## config.mk

```make
export PLATFORM = sky130hd
export DESIGN_NAME = commit_trace
export DESIGN_NICKNAME = d
export VERILOG_FILES = /design/src/rtl/commit_trace.sv
export SDC_FILE = /design/constraint.sdc
export NUM_CORES = 1
export LEC_CHECK = 0
export ABC_CLOCK_PERIOD_IN_PS = 8700
export CORE_MARGIN = 5
export CORE_UTILIZATION = 55
export DETAILED_ROUTE_END_ITERATION = 10
export GPL_ROUTABILITY_DRIVEN = 0
export HOLD_SLACK_MARGIN = 0.03
export MAX_ROUTING_LAYER = met4
export PLACE_DENSITY_LB_ADDON = 0.15
export SYNTH_ARGS = -nofsm -noshare
export SYNTH_HDL_FRONTEND = slang
export SYNTH_SLANG_ARGS = --single-unit
export TNS_END_PERCENT = 30
```

## constraint.sdc

```tcl
create_clock -name clk -period 8.7 [get_ports clk]
set_clock_uncertainty 0.15 [all_clocks]
set_input_delay 1.74 -clock clk [delete_from_list [all_inputs] [get_ports clk]]
set_output_delay 1.74 -clock clk [all_outputs]
set_load 0.01 [all_outputs]
```

## src/rtl/commit_trace.sv

```systemverilog
// Commit trace: captures retired-instruction records into a FWFT FIFO. Records are visible 1 cycle after the post strobe.
// Backpressure via trace_ready; a push to a full FIFO with no pop is dropped. Optional timestamps: COMMIT_TRACE_TIMESTAMP_EN.
module commit_trace #(
  parameter int DEPTH = 16
) (
  input  logic                     clk,
  input  logic                     rst,
  input  logic                     pre_execution,
  input  logic                     post_execution,
  input  logic [31:0]              pc_debug,
  input  logic                     clr,
  input  logic                     trace_ready,
  output logic                     trace_valid,
  output logic [31:0]              trace_pc,
  output logic [31:0]              trace_seq,
  output logic [31:0]              trace_ts,
  output logic [$clog2(DEPTH):0]   level,
  output logic                     overflow,
  output logic                     proto_err,
  output logic [15:0]              drop_cnt
);

  localparam int AW = $clog2(DEPTH);
  localparam int LW = AW + 1;

  typedef enum logic {IDLE, EXEC} state_t;

  state_t          state_q;
  logic            pre_q, post_q;
  logic [31:0]     pc_q;
  logic [31:0]     seq_q;
  logic [AW-1:0]   wr_ptr_q, rd_ptr_q;
  logic [LW-1:0]   level_q, level_d;
  logic            overflow_q, proto_err_q;
  logic [15:0]     drop_cnt_q;

  logic [31:0]     pc_mem  [DEPTH];
  logic [31:0]     seq_mem [DEPTH];

  logic pre_rise, post_rise, pop, push, full, wr_en, drop;

  always_comb begin
    pre_rise  = pre_execution & ~pre_q;
    post_rise = post_execution & ~post_q;
    pop       = (level_q != '0) & trace_ready;
    push      = (state_q == EXEC) & post_rise & ~pre_rise & ~clr;
    full      = (level_q == LW'(DEPTH));
    // A full FIFO still accepts a push when the head leaves in the same cycle.
    wr_en     = push & (~full | pop);
    drop      = push & full & ~pop;
    level_d   = level_q + {{AW{1'b0}}, wr_en} - {{AW{1'b0}}, pop};
  end

  always_ff @(posedge clk or negedge rst) begin
    if (!rst) begin
      state_q     <= IDLE;
      pre_q       <= 1'b0;
      post_q      <= 1'b0;
      pc_q        <= '0;
      seq_q       <= '0;
      wr_ptr_q    <= '0;
      rd_ptr_q    <= '0;
      level_q     <= '0;
      overflow_q  <= 1'b0;
      proto_err_q <= 1'b0;
      drop_cnt_q  <= '0;
    end else begin
      pre_q  <= pre_execution;
      post_q <= post_execution;
      if (clr) begin
        state_q     <= IDLE;
        seq_q       <= '0;
        wr_ptr_q    <= '0;
        rd_ptr_q    <= '0;
        level_q     <= '0;
        overflow_q  <= 1'b0;
        proto_err_q <= 1'b0;
        drop_cnt_q  <= '0;
      end else begin
        if (wr_en) wr_ptr_q <= wr_ptr_q + 1'b1;
        if (pop)   rd_ptr_q <= rd_ptr_q + 1'b1;
        level_q <= level_d;
        // Sequence advances even for dropped records so gaps show downstream.
        if (push) seq_q <= seq_q + 32'd1;
        if (drop) begin
          overflow_q <= 1'b1;
          if (drop_cnt_q != 16'hFFFF) drop_cnt_q <= drop_cnt_q + 16'd1;
        end
        case (state_q)
          IDLE: begin
            if (pre_rise && post_rise) begin
              proto_err_q <= 1'b1;
            end else if (pre_rise) begin
              pc_q    <= pc_debug;
              state_q <= EXEC;
            end else if (post_rise) begin
              proto_err_q <= 1'b1;
            end
          end
          EXEC: begin
            if (pre_rise && post_rise) begin
              proto_err_q <= 1'b1;
              state_q     <= IDLE;
            end else if (pre_rise) begin
              proto_err_q <= 1'b1;
              pc_q        <= pc_debug;
            end else if (post_rise) begin
              state_q <= IDLE;
            end
          end
          default: state_q <= IDLE;
        endcase
      end
    end
  end

  always_ff @(posedge clk) begin
    if (wr_en) begin
      pc_mem[wr_ptr_q]  <= pc_q;
      seq_mem[wr_ptr_q] <= seq_q;
    end
  end

  assign trace_valid = (level_q != '0);
  assign trace_pc    = trace_valid ? pc_mem[rd_ptr_q]  : 32'd0;
  assign trace_seq   = trace_valid ? seq_mem[rd_ptr_q] : 32'd0;
  assign level       = level_q;
  assign overflow    = overflow_q;
  assign proto_err   = proto_err_q;
  assign drop_cnt    = drop_cnt_q;

`ifdef COMMIT_TRACE_TIMESTAMP_EN
  logic [31:0] ts_q;
  logic [31:0] ts_mem [DEPTH];

  always_ff @(posedge clk or negedge rst) begin
    if (!rst)     ts_q <= '0;
    else if (clr) ts_q <= '0;
    else          ts_q <= ts_q + 32'd1;
  end

  always_ff @(posedge clk) begin
    if (wr_en) ts_mem[wr_ptr_q] <= ts_q;
  end

  assign trace_ts = trace_valid ? ts_mem[rd_ptr_q] : 32'd0;
`else
  assign trace_ts = 32'd0;
`endif

endmodule

```

Yosys cells after proc, flatten, opt, wreduce, memory -nomap -nowiden
Memories as Yosys holds them, arrays and structs flattened.
Cells that the tools add are included.
Widths: inputs -> output; s select.
{"block": "classes", "n_addsub": 6, "multipliers": 0, "n_div": 0, "n_lt_le_gt_ge": 0, "eq_ne": 5, "shift": 0, "mux": 32, "bitwise": 18, "n_reduce_logical": 10}
{"op": "$mux 32", "n": 6}
{"op": "$mux 16", "n": 3}
{"op": "$add 32x1->32 const B", "n": 1}
{"op": "$add 16x1->16 const B", "n": 1}
{"op": "$mux 1", "n": 16}
{"op": "$mux 4", "n": 4}
{"op": "$ne 16x16->1 const B", "n": 1}
{"op": "$reduce_bool 2->1", "n": 5}
{"op": "$and 1x1->1", "n": 9}
{"op": "$add 4x1->4 const B", "n": 2}
{"op": "$ne 4x4->1 const B", "n": 2}
{"op": "$not 1->1", "n": 8}
{"op": "$reduce_and 3->1", "n": 2}
{"op": "$add 5x1->5", "n": 1}
{"op": "$eq 5x5->1 const B", "n": 1}
{"op": "$mux 5", "n": 1}
{"op": "$reduce_bool 5->1", "n": 1}
{"op": "$sub 5x1->5", "n": 1}
{"op": "$ne 4x2->1 const B", "n": 1}
{"op": "$pmux 1 s2", "n": 2}
{"op": "$reduce_and 2->1", "n": 1}
{"op": "$logic_and 1x1->1", "n": 1}
{"op": "$or 1x1->1", "n": 1}
{"block": "totals", "ff_bits": 98, "latchBits": 0, "ramBits": 1024, "rom_bits": 0, "input_bits": 38, "output_inout_bits": 120, "elab_cells": 84, "mem_count": 2}
{"name": "pc_mem", "depth": 16, "word_bits": 32, "read_ports": 1, "rd_clocked_by_memory_dff": 0, "write_ports": 1, "line_no": "37", "source": "logic [31:0] pc_mem [DEPTH];"}
{"name": "seq_mem", "depth": 16, "word_bits": 32, "read_ports": 1, "rd_clocked_by_memory_dff": 0, "write_ports": 1, "line_no": "38", "source": "logic [31:0] seq_mem [DEPTH];"}

Longest topological paths before layout
Gate-level depths: netlist of run 1.
{"block": "logic_depth", "ltp_word": 9, "depth_mapped": 14, "mapped_depth_nobuf": 13}

Worst setup path after synthesis of run 1
OpenSTA, ideal clock, no wires.
{"block": "synth_timing", "path_type": "input to register", "start": "in pre_execution", "end": "mem pc_mem[0][0], enable pin", "setup_ps": 644, "t_arrival_ps": 8714, "required_time_ps": 7906, "slack_ps": -808, "cell_stages": 6, "n_path_buf": 1, "path_cell_list": "nor2b_1 nor4_2 and2_1 buf_2 inv_2 nor4_1"}
{"block": "synth_via", "elab_chain_len": 7}
{"item": "start: declaration", "line_no": "8", "source": "input logic pre_execution,"}
{"item": "$and 1x1->1", "line_no": "43", "source": "pre_rise = pre_execution & ~pre_q;"}
{"item": "$not 1->1", "line_no": "46", "source": "push = (state_q == EXEC) & post_rise & ~pre_rise & ~clr;"}
{"item": "$and 1x1->1 (2 in series)", "line_no": "46"}
{"item": "$and 1x1->1", "line_no": "49", "source": "wr_en = push & (~full | pop);"}
{"item": "$mux 1", "line_no": "118", "source": "if (wr_en) begin"}
{"item": "$mux 1 (implied by the code)", "line_no": "119", "source": "pc_mem[wr_ptr_q] <= pc_q;"}
{"item": "end: declaration", "line_no": "37"}
Every way passes these cells.

Final worst setup path of run 1
{"block": "layout_timing", "start": "reg level_q[3], in the netlist level[3]", "end": "out trace_seq[29]"}
{"block": "layout_via", "elab_chain_len": 2}
{"item": "start: declaration", "line_no": "33", "source": "logic [LW-1:0] level_q, level_d;"}
{"item": "start signal: assignment", "line_no": "82", "source": "level_q <= level_d;"}
{"item": "$reduce_bool 5->1", "line_no": "124", "source": "assign trace_valid = (level_q != '0);"}
{"item": "$mux 32", "line_no": "126", "source": "assign trace_seq = trace_valid ? seq_mem[rd_ptr_q] : 32'd0;"}
{"item": "end: declaration", "line_no": "15", "source": "output logic [31:0] trace_seq,"}
Every way passes these cells.

==> results of run 1 <==
==> state kept, by name, indices dropped and copies added (netlist names) <==
name	cells
pre_q	1
post_q	1
overflow	1
rd_ptr_q	4
seq_mem	512
wr_ptr_q	4
seq_q	32
pc_mem	512
drop_cnt	16
pc_q	32
level	5
proto_err	1
state_q	1
==> final cells by class <==
class                      instances  area share
sequential                      1122      0.6687
timing repair buffer             155     0.03108
inverter                          20    0.001511
clock inverter                    57    0.008917
tap                             1050     0.02645
clock buffer                     154     0.06330
multi-input combinational        810      0.2001
==> synth_stat cells, types with 12 or more instances <==
cell type / count
a21oi_1: 18
and2_1: 12
buf_1: 12
buf_2: 27
buf_4: 32
clkbuf_1: 66
dfrtp_1: 98
edfxtp_1: 1024
ha_1: 13
inv_1: 19
mux2_2: 33
mux2i_1: 136
mux4_2: 256
nand2_1: 28
nand3_1: 18
nand4_1: 18
nor2_1: 49
nor3_1: 13
nor4_1: 12
o22ai_1: 64
xnor2_1: 21
==> metrics by stage <==
step | TNS, ns | cell area (sq um) | hold WS [ns] | setup slack, ns | instances
3_3_place_gp | 0 | 46080 | 0.3780 | 2.948 | 3157
5_1_grt | 0 | 49670 | 0.4313 | 2.583 | 3368
2_1_floorplan | -206.72 | 43820 | 0.3673 | -0.8076 | 2091
4_1_cts | 0 | 49670 | 0.3938 | 2.743 | 3368
6_report | 0 | 49670 | 0.3923 | 2.850 | 3368
3_5_place_dp | 0 | 46080 | 0.3839 | 2.839 | 3157
==> placed cells by master (no fill, tap or decap), types with 25 or more instances in the layout <==
| cell | Yosys | final |
|---|---|---|
| clkdlybuf4s50_1 | 0 | 123 |
| dfrtp_1 | 98 | 95 |
| o22ai_1 | 64 | 64 |
| nor2_1 | 49 | 45 |
| buf_4 | 32 | 25 |
| clkbuf_16 | 0 | 115 |
| conb_1 | 1 | 32 |
| nand2_1 | 28 | 27 |
| clkinv_2 | 0 | 27 |
| clkbuf_1 | 66 | 27 |
| mux2i_1 | 136 | 136 |
| mux2_2 | 33 | 33 |
| edfxtp_1 | 1024 | 1024 |
| mux4_2 | 256 | 256 |
==> layer usage <==
layer,vias to the layer above,part of all wire
li1,8793,-
met1,11000,0.42
met2,528,0.51
met3,145,0.043
met4,0,0.021
met5,-,0
==> power breakdown <==
part | internal [mW] | switching (mW) | leakage [nW]
Sequential | 6.03 | 0.208 | 11.4
Clock | 2.67 | 1.96 | 1.76
Combinational | 1.27 | 1.15 | 3.24
==> path summary, 6_finish.rpt <==
path | cells past startpoint | endpoint | slack (ns)
worst min register to register | 1 | drop_cnt[12]$_DFFE_PN0P_ | 0.39
worst max register to register | 6 | seq_mem[13][27]$_DFFE_PP_ | 4.64
worst max-delay path | 7 | trace_seq[29] | 2.85
worst min-delay path | 1 | drop_cnt[12]$_DFFE_PN0P_ | 0.39
min in group asynchronous | 1 | drop_cnt[4]$_DFFE_PN0P_ | 0.92
max in group asynchronous | 2 | rd_ptr_q[1]$_DFFE_PN0P_ | 6.02
==> cell families after synthesis <==
| logic type | after synthesis | share of synthesized area |
|---|---|---|
| AO/OA/AOI/OAI | 107 | 0.01523 |
| other | 1 | 0.00008581 |
| multiplexers | 425 | 0.1716 |
| buffers and inverters | 159 | 0.01764 |
| flip-flops | 1122 | 0.7598 |
| adder cells (fa/ha/maj) | 14 | 0.004180 |
| AND/OR/NAND/NOR | 201 | 0.02528 |
| XOR/XNOR | 31 | 0.006213 |
==> worst max-delay path: stages (launching register included) <==
cell	delay, ns
dfrtp_1	0.41
inv_1	0.09
ha_1	0.17
or4b_2	0.70
nand2_4	0.38
buf_4	0.60
o22ai_1	0.33
clkdlybuf4s50_1	0.59
==> run_results.csv, run 1 <==
group,metric,value,unit
detailed_routing,num_vias,20460,
final_layout,multi_input_area,9938,sq um
logic_synthesis,async_flop_share,0.08734,
global_route,top_usage_layer,"met2",
final_layout,antenna_cells,0,
timing,rsz0062_at_grt,"false",
logic_synthesis,synth_top_area_cell,"edfxtp_1",
clock_tree,cts_buffer_depth,3,
timing,fmax,0.1709,GHz
clock_tree,root_buffer,"clkbuf_16",
clock_tree,postCtsSetupBuffers,0,
clock_tree,cts_hold_buf,0,
global_route,grt_pass1_vias,21720,
clock_tree,clk_pin_slew,0.06,ns
setup_path,crit_arrival,3.96,ns
timing,slew-limit-headroom,0.1867,
global_route,grt_max_degree,150,
final_layout,layout-drive-gt1-share,0.2282,
logic_synthesis,yosysTopAreaCellShare,0.7037,
global_route,gr-total-overflow,0,
logic_synthesis,ys_seq_area_frac,0.7598,
detailed_routing,vias_per_cell,6.075,
setup_path,worstSetupPathType,"reg2out",
floorplanning,ios,158,
clock_tree,h-tree-depth,3,
global_route,grt_pass1_wl,138300,um
timing,report.final.setup_viol,0,
floorplanning,dieArea,85190,sq um
pwr,ir_drop,0.2006,mV
pwr,finalPower,13.29,mW
global_route,antenna_found_initial,0,
global_route,grtUsageTotal,0.2204,
setup_path,crit_start,"level[3]$_DFF_PN0_",
detailed_routing,routed_wl,90690,um
setup_path,crit_path_end_kind,"output pin",
final_layout,fillers,5407,
logic_synthesis,synth.area.top_cells,"edfxtp_1, mux4_2, dfrtp_1",
global_route,use_met2,0.3626,
timing,max_slew.worst_pin.slew,1.209,ns
global_route,gr-usage-met3,0.03126,
detailed_routing,wire_per_inst,26.93,um
final_layout,nNetsFinal,2272,
setup_path,r2r_start,"state_q$_DFF_PN0_",
setup_path,critPathMaxFanout,37,
logic_synthesis,synth_cells,2060,
job,maxCapViolCount,0,
pwr,power_density,267.5,nW/um^2
timing,fin_crit_sh,0.6724,
detailed_routing,drc,0,
timing,min_period,5.850,ns
floorplanning,num_rows,103,
logic_synthesis,avgSynthCellArea,21.21,sq um
placement,place.port_buffers,125,
placement,hpwl,47890,um
worst_hold_path,hp-class,"reg2reg",
pwr,p_leak,16.36,nW
logic_synthesis,synth_cell_types,56,
worst_hold_path,hp-start,"drop_cnt[12]$_DFFE_PN0P_",
global_route,grtUsageMet1,0.3004,
logic_synthesis,ys_ff_latch,1122,
final_layout,seq_area,33210,sq um
detailed_routing,drt-initial-drc-count,1941,
logic_synthesis,synth_enable_flop_cells,1024,
timing,hold_viol,0,
floorplanning,die_height,291.9,um
floorplanning,core,78870,sq um
clock_tree,clock-sinks,1122,
logic_synthesis,ys.flop_type,"edfxtp_1",
clock_tree,cts_tree,"built",
run_status,status,"completed",
setup_path,cp-start-kind,"flop",
clock_tree,clk_latency,0.67,ns
logic_synthesis,synth_warnings,0,
logic_synthesis,syn-cell-area,43700,sq um
setup_path,worstPathRequired,6.81,ns
detailed_routing,ant_nets,0,
timing,maxSlewViolCount,0,
floorplanning,die_x,291.9,um
clock_tree,cts_resized,0,
floorplanning,initial_core_util,0.5541,
detailed_routing,dr.pass1.iters,5,
final_layout,post-route-util,0.6298,
clock_tree,numCtsBuffers,111,
final_layout,area_growth,13.67,%
(Power assumes the default switching activity.)
==> run 2: changes to the inputs <==
--- a/config.mk
+++ b/config.mk
@@ -5,9 +5,9 @@
 export SDC_FILE = /design/constraint.sdc
 export NUM_CORES = 1
 export LEC_CHECK = 0
-export ABC_CLOCK_PERIOD_IN_PS = 8700
+export ABC_CLOCK_PERIOD_IN_PS = 5970
 export CORE_MARGIN = 5
-export CORE_UTILIZATION = 55
+export CORE_UTILIZATION = 61
 export DETAILED_ROUTE_END_ITERATION = 10
 export GPL_ROUTABILITY_DRIVEN = 0
 export HOLD_SLACK_MARGIN = 0.03
==> constraint.sdc (replaced) <==
create_clock -name clk -period 5.97 [get_ports clk]
set_clock_uncertainty 0.15 [all_clocks]
set_input_delay 1.194 -clock clk [delete_from_list [all_inputs] [get_ports clk]]
set_output_delay 1.194 -clock clk [all_outputs]
set_load 0.01 [all_outputs]
==> run 2 against run 1 <==
  * Sequential share of layout area decreased by 0.57 points
  * Global-route usage increased by 2.8 points
  * Clock-buffer cell count increased by 5
  * Clock power is 48% higher
  * Core utilization is 7.3 points higher
  * Setup slack got worse by 2.1 ns
  * Critical endpoint is now trace_pc[11]
==> run_results.csv, run 2 (synthesis results as in run 1) <==
group,metric,value,unit
detailed_routing,vias_per_cell,6.356,
pwr,power_density,392.0,nW/um^2
detailed_routing,dr.pass1.iters,5,
pwr,finalPower,19.64,mW
placement,hpwl,50940,um
placement,place.port_buffers,125,
setup_path,cp-start-kind,"flop",
setup_path,crit_path_end_kind,"output pin",
detailed_routing,wire_per_inst,28.07,um
pwr,swShare,0.2510,
final_layout,post-route-util,0.7033,
clock_tree,numCtsBuffers,113,
setup_path,slowest_delay,0.71,ns
setup_path,crit_arrival,3.84,ns
pwr,seqPwrFrac,0.464,
clock_tree,cts_resized,0,
global_route,grt_pass1_vias,21680,
global_route,grt_pass1_wl,140800,um
global_route,grtUsageTotal,0.2487,
clock_tree,cts_tree,"built",
global_route,antenna_found_initial,0,
setup_path,critPathMaxFanout,41,
final_layout,reg_top3,"pc_mem x512, seq_mem x512",
timing,fin_crit_sh,0.8680,
clock_tree,root_buffer,"clkbuf_16",
timing,maxSlewViolCount,0,
final_layout,seq_area,33210,sq um
floorplanning,num_rows,98,
placement,dp_slack,1.071,ns
setup_path,worstSetupPathType,"reg2out",
worst_hold_path,hp-class,"reg2reg",
floorplanning,ios,158,
final_layout,design_area,50100,sq um
setup_path,crit_chain,"inv_1 > ha_1 > or4b_2 > nand2b_4 > buf_4 > o22ai_1 > clkdlybuf4s50_1",
clock_tree,postCtsSetupBuffers,0,
floorplanning,core,71240,sq um
run_status,status,"completed",
floorplanning,dieArea,77090,sq um
final_layout,antenna_cells,0,
timing,rsz0062_at_grt,"false",
timing,hold_viol,0,
floorplanning,die_x,277.7,um
pwr,switchingPower,4.931,mW
global_route,gr-total-overflow,0,
pwr,combPwrFrac,0.185,
pwr,p_int,14.71,mW
pwr,ir_drop,0.3082,mV
timing,min_period,5.182,ns
pwr,p_leak,16.60,nW
setup_path,crit_family,"simple AND/OR/NAND/NOR gates",
final_layout,multi_input_area,9973,sq um
clock_tree,clk_latency,0.66,ns
detailed_routing,drt-initial-drc-count,2343,
detailed_routing,ant_nets,0,
placement,place_inst,3083,
timing,worst_slack,0.7882,ns
pwr,clock_power_share,0.351,
floorplanning,die_height,277.7,um
global_route,grt_max_degree,65,
final_layout,layout-drive-gt1-share,0.2349,
clock_tree,h-tree-depth,3,
final_layout,area_growth,14.65,%
detailed_routing,routed_wl,92510,um
timing,report.final.setup_viol,0,
final_layout,fillers,4188,
setup_path,worstPathRequired,4.63,ns
setup_path,path_buf_inv,3,
final_layout,layout_commonest_cell,"edfxtp_1",
clock_tree,cts_buffer_depth,3,
placement,post_dp_cell_area,46440,sq um
clock_tree,cts_hold_buf,0,
final_layout,nNetsFinal,2300,
final_layout,final_cell_count_no_fill,3296,
clock_tree,clock-sinks,1122,
clock_tree,clk_pin_slew,0.06,ns
floorplanning,initial_core_util,0.6134,
final_layout,final_cell_mix,"edfxtp_1, mux4_2, mux2i_1, clkdlybuf4s50_1, clkbuf_16",
timing,fmax,0.1930,GHz
detailed_routing,num_vias,20950,
job,maxCapViolCount,0,
timing,slew-limit-headroom,0.2996,
setup_path,slowest_stage,"or4b_2",
timing,max_slew.worst_pin.slew,1.051,ns
detailed_routing,drc,0,
==> run 2: changes by cell type in the layout (fill, tap and decap cells not counted), moves of 2 or more <==
cell        previous run  this run
clkinv_4               3         1
nor4_4                 0         4
buf_12                 6        26
clkinv_1              11        17
clkbuf_16            115       117
nor4_2                 5         1
clkbuf_8              12        15
inv_6                  3         1
buf_4                 25        31
clkinvlp_4             7         2
==> run 2: stage by stage <==
step,TNS [ns],hold slack (ns)
5_1_grt,0,0.3954
4_1_cts,0,0.3566
2_1_floorplan,-72.42,0.3673
6_report,0,0.3562
3_5_place_dp,0,0.3485
3_3_place_gp,0,0.3306
==> run 2: final timing paths <==
| check | from | endpoint | slack (ns) | depth (start not counted) |
|---|---|---|---|---|
| setup / recovery | level[3]$_DFF_PN0_ | trace_pc[11] | 0.79 | 7 |
| hold reg to reg | drop_cnt[12]$_DFFE_PN0P_ | drop_cnt[12]$_DFFE_PN0P_ | 0.36 | 1 |
| setup reg to reg | state_q$_DFF_PN0_ | seq_mem[5][17]$_DFFE_PP_ | 2.31 | 7 |
| min in group asynchronous | rst | drop_cnt[13]$_DFFE_PN0P_ | 0.49 | 1 |
| hold / removal | drop_cnt[12]$_DFFE_PN0P_ | drop_cnt[12]$_DFFE_PN0P_ | 0.36 | 1 |
| max in group asynchronous | rst | seq_q[14]$_DFFE_PN0P_ | 4.01 | 2 |
==> run 2: power groups by stage <==
stage / Clock [mW] / Combinational, mW / Sequential (mW)
2_1_floorplan: 0 / 2.38 / 9.09
3_3_place_gp: 0 / 3.67 / 9.26
3_5_place_dp: 0 / 3.69 / 9.29
4_1_cts: 7.00 / 3.71 / 9.13
5_1_grt: 7.35 / 3.88 / 9.16
6_report: 6.89 / 3.63 / 9.12
==> run 2: cell type report <==
type	count	area share
clock buffer	159	0.06458
sequential	1122	0.6629
timing repair buffer	181	0.03971
tap	950	0.02372
clock inverter	54	0.008516
multi-input combinational	810	0.1991
inverter	20	0.001498
==> run 2: metal layers <==
layer	global-route usage	part of all wire	wire length, um	vias to the layer above
met5	-	0	0	-
met4	0.05921	0.023	2112	0
met3	0.03501	0.058	5358	145
met2	0.4002	0.51	46940	796
met1	0.3499	0.41	38100	11160
li1	-	-	-	8848
==> patch 1, RTL diff (settings of run 2) <==
Register the output `drop_cnt` once more, cleared by the reset; this adds one clock of latency there. The other outputs are not delayed to match.
--- a/src/rtl/commit_trace.sv
+++ b/src/rtl/commit_trace.sv
@@ -128,5 +128,11 @@
   assign overflow    = overflow_q;
   assign proto_err   = proto_err_q;
-  assign drop_cnt    = drop_cnt_q;
+  always_ff @(posedge clk or negedge rst) begin
+    if (!rst) begin
+      drop_cnt <= '0;
+    end else begin
+      drop_cnt <= drop_cnt_q;
+    end
+  end
 
 `ifdef COMMIT_TRACE_TIMESTAMP_EN
Function: not settled (the Yosys comparison gave no result); the edit may change what the design does.
==> patch 1 against run 2 <==
- routed wire length up 0.54%
- sequential cell count up 16
- global-route usage up 0.088 points
- worst setup slack better by 31 ps
- design area about the same
- synthesized area up 0.92%
- total power down 0.52%
- first-iteration DRC count down 3.6%
- critical endpoint is now trace_seq[15]
==> patch 1: results (changes against run 2) <==
[outcome]
run_status = finished, final reports clean  ; unchanged

[global_routing]
grt_antenna_before_repair = 0  ; unchanged
first_global_vias = 22079  ; was 21,677
grt_max_degree = 76  ; was 65
grt_pass1_wl_um = 141000  ; about the same
track_usage = 0.250  ; was 0.249

[yosys]
yosysWarnings = 0  ; unchanged
ys_types = 54  ; was 56
synthAdderAreaFrac = 0.00414  ; was 0.00418
synth_area_leaders = edfxtp_1 70%, mux4_2 13%, dfrtp_1 6.5%  ; was edfxtp_1 70%, mux4_2 13%, dfrtp_1 5.6%
synth_compound_area_frac = 0.0156  ; was 0.0152
async_flop_share = 0.100  ; was 0.0873
synth_edf_count = 1024  ; unchanged
seq_area_frac_synth = 0.762  ; was 0.760
synth_mux_area_frac = 0.169  ; was 0.172
netlist_top_cells_count = 1,024 x edfxtp_1, 256 x mux4_2, 132 x mux2i_1  ; was 1,024 x edfxtp_1, 256 x mux4_2, 136 x mux2i_1
synth_xor_area_frac = 0.00675  ; was 0.00621

[clock_tree]
cts_root_buffer = clkbuf_16  ; unchanged
clkTransAtPathRegs_ps = 60  ; about the same
clk_latency_ps = 660  ; about the same
post_cts_buffers = 0  ; unchanged
cts-resized-gates = 0  ; unchanged
cts_max_level = 3  ; unchanged
cts_buffer_depth = 3  ; unchanged
cts_buffers = 108  ; was 113

[min_path]
hp-class = flop to flop  ; unchanged

[routing]
drt_first_pass_iters = 5  ; unchanged
dr.first_iter.drc_count = 2259  ; was 2,343
wirelength_um = 93000  ; was 92,500 um
avgViaCountPerCell = 6.43  ; was 6.36

[timing]
maxSlewHeadroom = 0.325  ; was 0.300
drv_slew = 0  ; unchanged

[place]
hpwlAfterDp_um = 51100  ; was 50,900 um
placement.io_buffers = 125  ; unchanged

[setup_path]
critPathArrivalTime_ps = 3810  ; was 3840 ps
slowest_delay_ps = 870  ; was 710 ps
critPathSlowestCell = dfrtp_4  ; was or4b_2
crit_path_max_fanout = 42  ; was 41

[power_and_ir_drop]
p_leak_uw = 0.0164  ; was 0.0166 uW
ir_drop_mv = 0.488  ; was 0.308 mV

[final_layout]
drive_gt1_frac = 0.232  ; was 0.235
largest_registers = pc_mem (512), seq_mem (512)  ; unchanged
n_antenna_cell = 0  ; unchanged
design.final.nets = 2290  ; was 2,300

==> patch 1: changes by cell type in the layout (fill, tap and decap cells not counted), sizes merged, moves of 9 or more <==
| cell | delta |
|---|---|
| a21oi | +9 |
| nand2 | -10 |
| dfrtp | +16 |
| clkbuf | -21 |
==> patch 1: worst paths after layout <==
| kind | from | slack (ps) | cells after the start | end |
|---|---|---|---|---|
| worst max register to register | level[3]$_DFF_PN0_ | 2270 | 8 | pc_mem[4][24]$_DFFE_PP_ |
| max in group asynchronous | rst | 4140 | 2 | drop_cnt_q[10]$_DFFE_PN0P_ |
| worst min register to register | drop_cnt_q[1]$_DFFE_PN0P_ | 320 | 0 | drop_cnt[1]$_DFF_PN0_ |
| worst max-delay path | rd_ptr_q[0]$_DFFE_PN0P_ | 820 | 5 | trace_seq[15] |
| min in group asynchronous | rst | 480 | 1 | level[1]$_DFF_PN0_ |
| worst min-delay path | drop_cnt_q[1]$_DFFE_PN0P_ | 320 | 0 | drop_cnt[1]$_DFF_PN0_ |
==> patch 1: cell families after synthesis <==
| kind of cell | after synthesis |
|---|---|
| AND/OR/NAND/NOR | 191 |
| multiplexers | 420 |
| XOR/XNOR | 34 |
| other | 1 |
| adder cells (fa/ha/maj) | 14 |
| flip-flops | 1138 |
| AO/OA/AOI/OAI | 114 |
| buffers and inverters | 148 |
==> patch 1: layout make-up <==
cell class / instances / area, um^2
fillers: 4327 / 21500
repair buffers: 173 / 1850
clock buffers: 138 / 2960
flip-flops and latches: 1138 / 33600
multi-input cells: 805 / 9950
well taps: 950 / 1190
inverters: 12 / 45.0
clock inverters: 60 / 534
==> patch 1: power breakdown <==
part / switching, uW / leakage [uW] / internal, uW
combinational: 1710 / 0.00332 / 1870
clock: 2830 / 0.00172 / 3880
sequential: 361 / 0.0113 / 8890
total: 4900 / 0.0164 / 14600
==> patch 1: through the flow <==
step / total power, uW / setup slack (ps) / area, um^2 / instances
after global routing: 20300 / 632 / 50100 / 3276
after floorplan: 11500 / 1640 / 44200 / 2091
final: 19500 / 819 / 50100 / 3276
after detailed placement: 13000 / 1350 / 46600 / 3078
after global placement: 13000 / 1430 / 46600 / 3078
after CTS: 19700 / 769 / 50100 / 3276
==> patch 1: metal layers <==
layer	GRT usage	part of all wire	vias up
li1	-	-	8842
met2	0.386	0.49	859
met1	0.362	0.42	11241
met5	-	0	-
met3	0.0430	0.072	117
met4	0.0548	0.017	0
==> patch 1: critical path, delay by kind of cell (launching register included) <==
family,cells,cell delay [ps]
flops,1,870
compound gates,1,190
buf+inv,2,950
mux,2,1110
==> patch 2, RTL diff (config.mk and constraints of run 2) <==
Without the edit above. Change the parameter `DEPTH` from 16 to 8.
--- a/src/rtl/commit_trace.sv
+++ b/src/rtl/commit_trace.sv
@@ -2,5 +2,5 @@
 // Backpressure via trace_ready; a push to a full FIFO with no pop is dropped. Optional timestamps: COMMIT_TRACE_TIMESTAMP_EN.
 module commit_trace #(
-  parameter int DEPTH = 16
+  parameter int DEPTH = 8
 ) (
   input  logic                     clk,
Ports: changed (resized level); port bits go from 158 to 157. The function was not compared with the original's and may differ.
==> patch 2 against run 2 <==
- final cell count fell by 39%
- worst setup slack improved by 440 ps
- core utilization up 0.73 points
- sequential cell count shrank 515
- design area is 44% lower
- routed wire length is 49% lower
- via count decreased by 43%
- synthesized area down 45%
- first-iteration DRC count fell by 55%
- total power down 44%
- critical path type unchanged
- largest cell class unchanged
- highest routed layer unchanged
==> patch 2: results (changes against run 2) <==
[global_routing]
grt_pass1_wl_um = 74300  ; was 141,000 um
track_usage = 0.226  ; was 0.249
grt_max_degree = 69  ; was 65

[place]
placement.io_buffers = 124  ; was 125
hpwlAfterDp_um = 26900  ; was 50,900 um
post-place-cells = 1892  ; was 3,083
placed_area_mm2 = 0.0260  ; was 0.0464 mm^2

[routing]
avgViaCountPerCell = 5.99  ; was 6.36
dr.first_iter.drc_count = 1052  ; was 2,343
wl_per_cell_um = 23.6  ; was 28.1 um
wirelength_um = 47400  ; was 92,500 um

[setup_path]
crit_family = flip-flops  ; was simple AND/OR/NAND/NOR gates
critPathSlowestCell = dfrtp_4  ; was or4b_2
crit_path_max_fanout = 59  ; was 41
critPathArrivalTime_ps = 3400  ; was 3840 ps

[clock_tree]
cts_max_level = 2  ; was 3
cts_buffers = 60  ; was 113
clk_latency_ps = 600  ; was 660 ps

[power_and_ir_drop]
p_leak_uw = 0.00938  ; was 0.0166 uW

[final_layout]
design.final.nets = 1477  ; was 2,300
seqCellArea_mm2 = 0.0178  ; was 0.0332 mm^2
largest_registers = pc_mem (256), seq_mem (256)  ; was pc_mem (512), seq_mem (512)
drive_gt1_frac = 0.198  ; was 0.235

[yosys]
avgSynthCellArea_um2 = 18.8  ; was 21.2 um^2
synth_edf_count = 512  ; was 1,024
seq_area_frac_synth = 0.735  ; was 0.760
ys_types = 49  ; was 56
synth_area_leaders = edfxtp_1 64%, mux4_2 12%, dfrtp_1 9.8%  ; was edfxtp_1 70%, mux4_2 13%, dfrtp_1 5.6%
async_flop_share = 0.157  ; was 0.0873

[timing]
worst_slew_pin_slew_ps = 1020  ; was 1050 ps

[outcome]
run_status = finished, final reports clean  ; unchanged

[patch 2: cell count changes after synthesis, sizes merged, moves of 13 or more]
| cell | run 2 | this run |
|---|---|---|
| o22ai | 64 | 0 |
| edfxtp | 1024 | 512 |
| buf | 71 | 58 |
| clkbuf | 68 | 34 |
| mux2i | 136 | 65 |
| mux4 | 256 | 128 |
| nor2 | 49 | 125 |
[patch 2: cell families (layout without fill, tap and decap cells)]
group                    count (synthesis)  count (layout)  synth area share
AO/OA/AOI/OAI                           34              34           0.00829
XOR/XNOR                                34              34            0.0123
adder cells (fa/ha/maj)                 10              10           0.00549
buffers and inverters                  105             270            0.0225
flip-flops                             607             607             0.735
multiplexers                           230             230             0.163
other                                    1              32          0.000155
AND/OR/NAND/NOR                        262             262            0.0529
[patch 2: final cells by class]
class | count | area share
Multi-Input combinational cell | 602 | 0.216
Inverter | 13 | 0.00174
Clock inverter | 25 | 0.0103
Tap cell | 525 | 0.0234
Sequential cell | 607 | 0.634
Clock buffer | 87 | 0.0622
Timing Repair Buffer | 145 | 0.0532
[patch 2: worst register-to-register path, cell delays in order (launching register included)]
cell and delay [ps]:
dfrtp_1 350, inv_1 80, ha_1 230, nand2b_1 150
nand3_1 290, nor2b_1 310, nand2b_1 280, nor2_4 850
buf_12 350
[patch 2: per-layer routing]
metal | GRT usage | wire, um | vias to the layer above
met3 | 0.0339 | 2630 | 66
met5 | - | 0 | -
met2 | 0.357 | 23600 | 390
li1 | - | - | 5277
met4 | 0.0576 | 991 | 0
met1 | 0.321 | 20100 | 6271
[patch 2: worst paths after layout]
| kind | endpoint | start | cells after the start | slack (ps) |
|---|---|---|---|---|
| max in group asynchronous | seq_q[27]$_DFFE_PN0P_ | rst | 2 | 4080 |
| hold reg to reg | overflow$_DFFE_PN0P_ | overflow$_DFFE_PN0P_ | 2 | 390 |
| hold / removal | overflow$_DFFE_PN0P_ | overflow$_DFFE_PN0P_ | 2 | 390 |
| setup reg to reg | pc_mem[6][15]$_DFFE_PP_ | level[2]$_DFF_PN0_ | 8 | 2590 |
| min in group asynchronous | seq_q[3]$_DFFE_PN0P_ | rst | 1 | 620 |
| setup / recovery | trace_seq[13] | rd_ptr_q[1]$_DFFE_PN0P_ | 5 | 1230 |
[patch 2: power groups by stage]
stage                     clock, uW  combinational, uW  sequential [uW]
after CTS                      3880               2310             4960
final                          3810               2250             4960
after floorplan                   0               1450             4900
after detailed placement          0               2290             5050
after global placement            0               2270             5040
after global routing           4090               2430             4990
